===== src/rtl/uart_tx_arb_pkg.sv =====
// Shared constants for the UART transmit arbiter: default parameters and FSM encoding.
package uart_tx_arb_pkg;

   localparam int DEF_N_REQ   = 4;
   localparam int DEF_LEN_W   = 4;
   localparam int DEF_DBIT    = 8;
   localparam int DEF_TIMEOUT = 255;

   // Two-state FSM, kept as plain constants so older tools can consume them.
   localparam logic [0:0] IDLE = 1'b0;
   localparam logic [0:0] XFER = 1'b1;

endpackage


===== src/rtl/uart_tx_arb_rr_pick.sv =====
// Round-robin picker: first set request at or above ptr, wrapping around.
module rr_pick #(
   parameter int N  = 4,
   parameter int PW = 2
) (
   input  logic [N-1:0]  req,
   input  logic [PW-1:0] ptr,
   output logic [N-1:0]  grant,
   output logic          valid
);

   // Scan N positions starting at ptr; the first hit wins.
   always_comb begin
      logic [PW-1:0] j;
      grant = '0;
      valid = 1'b0;
      j     = '0;
      for (int i = 0; i < N; i++) begin
         j = PW'((int'(ptr) + i) % N);
         if (!valid && req[j]) begin
            grant[j] = 1'b1;
            valid    = 1'b1;
         end
      end
   end

endmodule


===== src/rtl/uart_tx_arb.sv =====
// UART transmit arbiter: round-robin ownership of the TX FIFO by whole messages,
// with an idle timeout that reclaims the path from a stalled owner.
module uart_tx_arb
   import uart_tx_arb_pkg::*;
#(
   parameter int N_REQ   = DEF_N_REQ,
   parameter int LEN_W   = DEF_LEN_W,
   parameter int DBIT    = DEF_DBIT,
   parameter int TIMEOUT = DEF_TIMEOUT
) (
`ifdef USE_POWER_PINS
   inout  wire                      vccd1,
   inout  wire                      vssd1,
`endif
   input  logic                     clk,
   input  logic                     reset_n,
   input  logic [N_REQ-1:0]         req,
   input  logic [N_REQ*LEN_W-1:0]   len_i,
   input  logic [N_REQ*DBIT-1:0]    data_i,
   input  logic [N_REQ-1:0]         valid_i,
   output logic [N_REQ-1:0]         ready_o,
   output logic [N_REQ-1:0]         grant_o,
   output logic [N_REQ-1:0]         done_o,
   output logic [N_REQ-1:0]         abort_o,
   output logic                     busy_o,
   input  logic                     tx_full,
   output logic                     wr_uart,
   output logic [DBIT-1:0]          w_data
);

   localparam int PW = (N_REQ > 1) ? $clog2(N_REQ) : 1;
   localparam int IW = $clog2(TIMEOUT + 1);

   logic [0:0]       state;
   logic [PW-1:0]    rr_ptr;
   logic [PW-1:0]    own;
   logic [LEN_W-1:0] cnt;
   logic [IW-1:0]    idle_cnt;

   logic [N_REQ-1:0] pick_grant;
   logic             pick_valid;
   logic [PW-1:0]    pick_idx;
   logic [N_REQ-1:0] own_oh;
   logic [PW-1:0]    next_ptr;
   logic             xfer, own_valid, accept, last, timeout;

   rr_pick #(.N(N_REQ), .PW(PW)) u_pick (
      .req   (req),
      .ptr   (rr_ptr),
      .grant (pick_grant),
      .valid (pick_valid)
   );

   // One-hot pick to index, used to latch the owner.
   always_comb begin
      pick_idx = '0;
      for (int i = 0; i < N_REQ; i++)
         if (pick_grant[i]) pick_idx = PW'(i);
   end

   assign xfer      = (state == XFER);
   assign own_valid = valid_i[own];
   assign accept    = xfer && own_valid && !tx_full;
   assign last      = accept && (cnt == '0);
   // A tx_full stall with valid high is not idleness; only missing data counts.
   assign timeout   = xfer && !own_valid && (idle_cnt == IW'(TIMEOUT - 1));
   assign next_ptr  = (own == PW'(N_REQ - 1)) ? '0 : own + 1'b1;

   // Owner one-hot; everything owner-specific is gated by XFER so reset zeroes it.
   always_comb begin
      own_oh = '0;
      if (xfer) own_oh[own] = 1'b1;
   end

   assign grant_o = own_oh;
   assign ready_o = accept  ? own_oh : '0;
   assign done_o  = last    ? own_oh : '0;
   assign abort_o = timeout ? own_oh : '0;
   assign busy_o  = xfer;
   assign wr_uart = accept;
   assign w_data  = xfer ? data_i[int'(own)*DBIT +: DBIT] : '0;

   // Arbitration FSM: grant in IDLE, stream bytes in XFER until last byte or timeout.
   always_ff @(posedge clk or negedge reset_n) begin
      if (!reset_n) begin
         state    <= IDLE;
         rr_ptr   <= '0;
         own      <= '0;
         cnt      <= '0;
         idle_cnt <= '0;
      end else begin
         case (state)
            IDLE: begin
               if (pick_valid) begin
                  state    <= XFER;
                  own      <= pick_idx;
                  cnt      <= len_i[int'(pick_idx)*LEN_W +: LEN_W];
                  idle_cnt <= '0;
               end
            end
            XFER: begin
               if (accept) begin
                  idle_cnt <= '0;
                  if (cnt == '0) begin
                     state  <= IDLE;
                     rr_ptr <= next_ptr;
                  end else begin
                     cnt <= cnt - 1'b1;
                  end
               end else if (timeout) begin
                  state    <= IDLE;
                  rr_ptr   <= next_ptr;
                  idle_cnt <= '0;
               end else if (!own_valid) begin
                  idle_cnt <= idle_cnt + 1'b1;
               end else begin
                  idle_cnt <= '0;
               end
            end
            default: state <= IDLE;
         endcase
      end
   end

endmodule

===== config.mk =====
export PLATFORM = sky130hd
export DESIGN_NAME = uart_tx_arb
export DESIGN_NICKNAME = d
export VERILOG_FILES = /design/src/rtl/uart_tx_arb_pkg.sv /design/src/rtl/uart_tx_arb_rr_pick.sv /design/src/rtl/uart_tx_arb.sv
export SDC_FILE = /design/constraint.sdc
export NUM_CORES = 1
export LEC_CHECK = 0
export BUFFER_PORTS_ARGS = -buffer_cell sky130_fd_sc_hd__buf_2
export CAP_MARGIN = 20
export CORE_MARGIN = 5
export CORE_UTILIZATION = 50
export CTS_CLUSTER_SIZE = 10
export DETAILED_ROUTE_END_ITERATION = 12
export MAX_ROUTING_LAYER = met4
export PLACE_DENSITY_LB_ADDON = 0.25
export SYNTH_ARGS = -nofsm -noshare
export SYNTH_HDL_FRONTEND = slang
export SYNTH_HIERARCHICAL = 1
export SYNTH_SLANG_ARGS = --single-unit

===== constraint.sdc =====
create_clock -name clk -period 8.2 [get_ports clk]
set_clock_uncertainty 0.15 [all_clocks]
set_input_delay 0.82 -clock clk [delete_from_list [all_inputs] [get_ports clk]]
set_output_delay 0.82 -clock clk [all_outputs]
set_load 0.005 [all_outputs]

==> qor.csv, run 1 <==
metric,value,unit
initial drt markers,79,
PwrDens,249,nW/um2
latest clock arrival within the worst-skew pair,0.26,ns
initial antenna violation count,0,
minimum clock period,3.63,ns
Rel. slew slack,45.2,%
drt wl/cell,14.8,um
die footprint,5480,um2
CTS Buf Count,3,
TritonCTS clock tree,done,
DRT Pass-1 Iters,4,
worst IR drop on VDD,0.122,mV
critical path class,reg2reg,
Total Wirelength,5.12,mm
pin count of the biggest net entering global routing,31,
Num Clock Sinks,17,
Post-Syn Area,2050,um2
"commonest non-fill, non-tap cell in the layout",buf_2,
worst endpoint required time,8.19,ns
# resized after CTS,0,
Pins Over Slew Limit,0,
CP arrival,3.62,ns
number of fill cells,354,
Vert. Die Dim,74.1,um
# setup viols final,0,
"commonest non-fill, non-tap cells in the layout","84 x buf_2, 18 x and2_1, 17 x dfrtp_1",
Post-route DRC,0,
worst-path maximum fanout,19,
Post-CTS Hold Fix Bufs,0,
Syn-to-layout area delta,21.6,%
IO buf count,84,
RSZ-0062 raised after global routing,false,
vias per std cell,5.61,
fin util,62.4,%
total track usage,19.2,%
# IOs,85,
crit end category,flop,
# diodes,0,
Fin. Hold Viols,0,
synthesized area per cell,9.20,um2
YS warnings,6,
maxcap violations,0,
Hold Slack,0.319,ns
HPWL Detailed,3.89,mm
syn_nets,296,
root buf cell,clkbuf_8,
Clock Path Buffers,2,
ANT nets after route,0,
highest clock rate,276,MHz
Leak,1.26,nW
TNS Setup,0,ns
gpl congestion,0.839,
Synth Instances,223,
GR Overflow Total,0,
core box area,4000,um2
layout cells sized above 1,39.3,%
HP Class,in2async,
initial core utilization,51.3,%
crit start category,flop,
number of global-route vias before repair,1758,
vias,1936,
Worst-path clk slew,0.08,ns
Die X,74.1,um
Final Cycle Share,44.3,%
measured slew at the worst slew-check pin,0.822,ns
Final #Nets,369,
first-pass GRT wire length,8.18,mm
htree depth,1,
status,"complete, no violations",
FP Rows,23,
setup bufs post-CTS,0,
path summary, 6_finish.rpt:
check                            start     endpoint  cells after the start  slack (ns)
max                          rr_ptr[0]       cnt[1]                     10        4.57
min                            reset_n  idle_cnt[6]                      1        0.32
max reg2reg                  rr_ptr[0]       cnt[1]                     10        4.57
min reg2reg                idle_cnt[7]  idle_cnt[7]                      1        0.38
max in group asynchronous      reset_n       cnt[0]                      1        7.29
min in group clk           idle_cnt[7]  idle_cnt[7]                      1        0.38
per-stage QoR:
step	area, um2	power [mW]	setup WS (ns)	std cells
global route	2490	0.681	4.20	345
global placement	2450	0.551	4.64	341
CTS	2490	0.626	4.58	345
floorplan	2050	0.462	4.98	223
detailed placement	2450	0.557	4.58	341
finish	2490	0.622	4.57	345
critical path, cell delays in order, from the launching register on:
cell,delay [ns]
dfrtp_1,0.71
inv_1,0.21
ha_1,0.44
mux2i_1,0.33
mux2_2,0.25
a211oi_1,0.07
o2bb2ai_1,0.41
mux2_2,0.39
o211ai_1,0.15
a22oi_1,0.08
mux2_1,0.31
sequential cells by signal (all words and copies together) (netlist names):
register / cells
rr_ptr: 2
busy_o: 1
own: 2
idle_cnt: 8
cnt: 4
report_power, final:
group | internal [mW] | total (mW) | switching [mW] | leakage (nW)
sequential | 0.104 | 0.161 | 0.0570 | 0.215
combinational | 0.214 | 0.396 | 0.182 | 1.02
clock | 0.0343 | 0.0653 | 0.0311 | 0.0217
total | 0.352 | 0.622 | 0.270 | 1.26
final cells by class:
class / instances / area (um2) / share of cell area [%]
timing repair buffer: 84 / 420 / 16.9
clock buffer: 3 / 41.3 / 1.65
multi-input combinational: 180 / 1500 / 60.1
inverter: 10 / 37.5 / 1.50
clock inverter: 1 / 7.51 / 0.301
tap: 50 / 62.6 / 2.51
sequential: 17 / 425 / 17.1
metal layers:
layer	wire length (um)	track usage, %	up-vias
li1	-	-	969
met1	2280	25.2	908
met2	2480	30.8	54
met3	307	2.43	5
met4	59	5.84	0
met5	0	-	-
(Power assumes the default switching activity.)
==> run 2: changes to the inputs <==
--- a/config.mk
+++ b/config.mk
@@ -5,10 +5,11 @@
 export SDC_FILE = /design/constraint.sdc
 export NUM_CORES = 1
 export LEC_CHECK = 0
+export ABC_AREA = 1
 export BUFFER_PORTS_ARGS = -buffer_cell sky130_fd_sc_hd__buf_2
 export CAP_MARGIN = 20
 export CORE_MARGIN = 5
-export CORE_UTILIZATION = 50
+export CORE_UTILIZATION = 45
 export CTS_CLUSTER_SIZE = 10
 export DETAILED_ROUTE_END_ITERATION = 12
 export MAX_ROUTING_LAYER = met4
==> constraint.sdc (replaced) <==
create_clock -name clk -period 3.3 [get_ports clk]
set_clock_uncertainty 0.15 [all_clocks]
set_input_delay 0.33 -clock clk [delete_from_list [all_inputs] [get_ports clk]]
set_output_delay 0.33 -clock clk [all_outputs]
set_load 0.005 [all_outputs]
==> qor.csv, run 2 <==
metric,value,unit,change
Final Cycle Share,84.2,%,+40 points
FP Rows,24,,+4.3%
Worst-path clk slew,0.06,ns,-0.02 ns
vias per std cell,4.90,,-13%
drt wl/cell,11.4,um,-23%
# IOs,85,,unchanged
Total Power,2.02,mW,+230%
cell area after layout,2600,um2,+4.1%
HPWL Detailed,4.39,mm,+13%
root buf cell,clkbuf_8,,
Post-Place Cells,471,,+38%
GR Overflow Total,0,,unchanged
htree depth,1,,unchanged
crit end category,flop,,
critical path class,reg2reg,,
R2R setup slack,0.52,ns,-4.05 ns
core box area,4440,um2,+11%
Leak,1.49,nW,+18%
highest clock rate,360,MHz,+31%
reg-to-reg startpoint,rr_ptr[0],,
max reg flops,8,,unchanged
Fin. Hold Viols,0,,unchanged
first-pass GRT wire length,8.97,mm,+9.7%
initial drt markers,103,,+30%
YS warnings,6,,unchanged
vias,2333,,+21%
CP most frequent cell,nand2_1,,
synthesized area per cell,6.16,um2,-33%
Hold EP,cnt[1],,
HP Class,reg2reg,,
Rel. slew slack,58.8,%,+14 points
Die X,78.4,um,+5.9%
layout cells sized above 1,27.6,%,-12 points
setup bufs post-CTS,0,,unchanged
pin count of the biggest net entering global routing,23,,-26%
"commonest non-fill, non-tap cells in the layout","88 x nand2_1, 84 x buf_2, 73 x nor2_1",,
maxcap violations,0,,unchanged
number of global-route vias before repair,2081,,+18%
"slowest stage delay, CP",0.54,ns,-0.17 ns
Hold Slack,0.363,ns,+0.0442 ns
Biggest register,idle_cnt,,
Total Wirelength,5.43,mm,+6.0%
crit-path leading delay family,simple AND/OR/NAND/NOR gates,,
Buffers & Inverters on Critical Path,3,,+2
worst IR drop on VDD,0.423,mV,+250%
Num Clock Sinks,17,,unchanged
worst endpoint required time,3.29,ns,-4.90 ns
"commonest non-fill, non-tap cell in the layout",nand2_1,,
crit start category,flop,,
Clock Path Buffers,2,,unchanged
Syn-to-layout area delta,23.3,%,
minimum clock period,2.78,ns,-0.849 ns
latest clock arrival within the worst-skew pair,0.25,ns,about the same
cell chain of the critical path,inv_2 -> ha_1 -> inv_1 -> nand3_1 -> nand2_1 -> nand2_2 -> nor2_4 -> nand3_1 -> nand2_1 -> clkinv_1 -> nand2_1 -> nand2_1 -> nand2_1 -> nand2_1 -> nand2_1 -> nand2_1 -> nand2_1 -> nand2_1,,
CP arrival,2.77,ns,-0.85 ns
Post-route DRC,0,,unchanged
# setup viols final,0,,unchanged
Hold Path Depth,2,,
gpl congestion,0.849,,+1.2%
Final #Nets,498,,+35%
Vert. Die Dim,78.4,um,+5.9%
IO buf count,84,,unchanged
ANT nets after route,0,,unchanged
Synth Instances,342,,+53%
Hold Crit Start,cnt[1],,
initial antenna violation count,0,,unchanged
worst-path maximum fanout,11,,-8
initial core utilization,47.4,%,-3.9 points
TNS Setup,0,ns,unchanged
die footprint,6150,um2,+12%
total track usage,17.9,%,-1.3 points
Worst path slowest cell,dfrtp_1,,
DRT Pass-1 Iters,5,,+1
worst r2r dst,cnt[3],,
final std cells w/o fill,476,,+38%
# diodes,0,,unchanged
PwrDens,779,nW/um2,+210%
Pins Over Slew Limit,0,,unchanged
RSZ-0062 raised after global routing,false,,
R2R cell count,18,,+8
Post-DP Area,2540,um2,+3.9%
measured slew at the worst slew-check pin,0.616,ns,-0.206 ns
TritonCTS clock tree,done,,
status,"complete, no violations",,
Crit. Startpoint,rr_ptr[0],,
Post-Syn Area,2110,um2,+2.7%
syn_nets,415,,+40%
CTS Buf Count,3,,unchanged
Top Registers,"idle_cnt: 8 flops, cnt: 4 flops",,
==> run 2: where the power goes <==
part	switching [mW]	internal [mW]
registers	0.0966	0.271
clock network	0.0696	0.0856
logic	0.937	0.563
total	1.10	0.919
==> run 2: metal layers <==
metal	share of wire [%]	up-vias	GRT usage, %	wire [um]
met5	0	-	-	0
met4	0.41	0	2.80	22
met3	5.5	4	3.20	297
met2	50	60	30.3	2690
met1	45	1033	22.7	2420
li1	-	1236	-	-
==> run 2: worst min-delay path, cell delays in order (launching register included) <==
cell and delay (ns):
dfrtp_1 0.34, nand3_1 0.08, nand2_1 0.06
==> run 2: metrics by stage <==
step                worst slack, ns  util [%]
detailed placement            0.569      57.2
global placement              0.663      57.2
global route                  0.210      58.4
floorplan                     0.852         -
finish                        0.520      58.4
CTS                           0.571      58.4
==> run 2: cell type report <==
cell class	instances	area (um2)
clock buffer	4	45.0
timing repair buffer	86	438
multi-input combinational	273	1460
sequential	17	425
tap	52	65.1
inverter	44	165
fill	461	1850
==> run 2: repair_timing <==
action / 4_1_cts / 5_1_grt
hold buffers: 1 / 0
gates resized for setup: 0 / 0
hold endpoints to repair: 17 / 0
==> run 2: worst max path at each step <==
stage / to / slack [ns] / cells after the start
finish: cnt[3] / 0.52 / 18
global route: cnt[3] / 0.21 / 18
detailed placement: cnt[3] / 0.57 / 18
global placement: cnt[0] / 0.66 / 18
floorplan: cnt[3] / 0.85 / 18
CTS: cnt[3] / 0.57 / 18
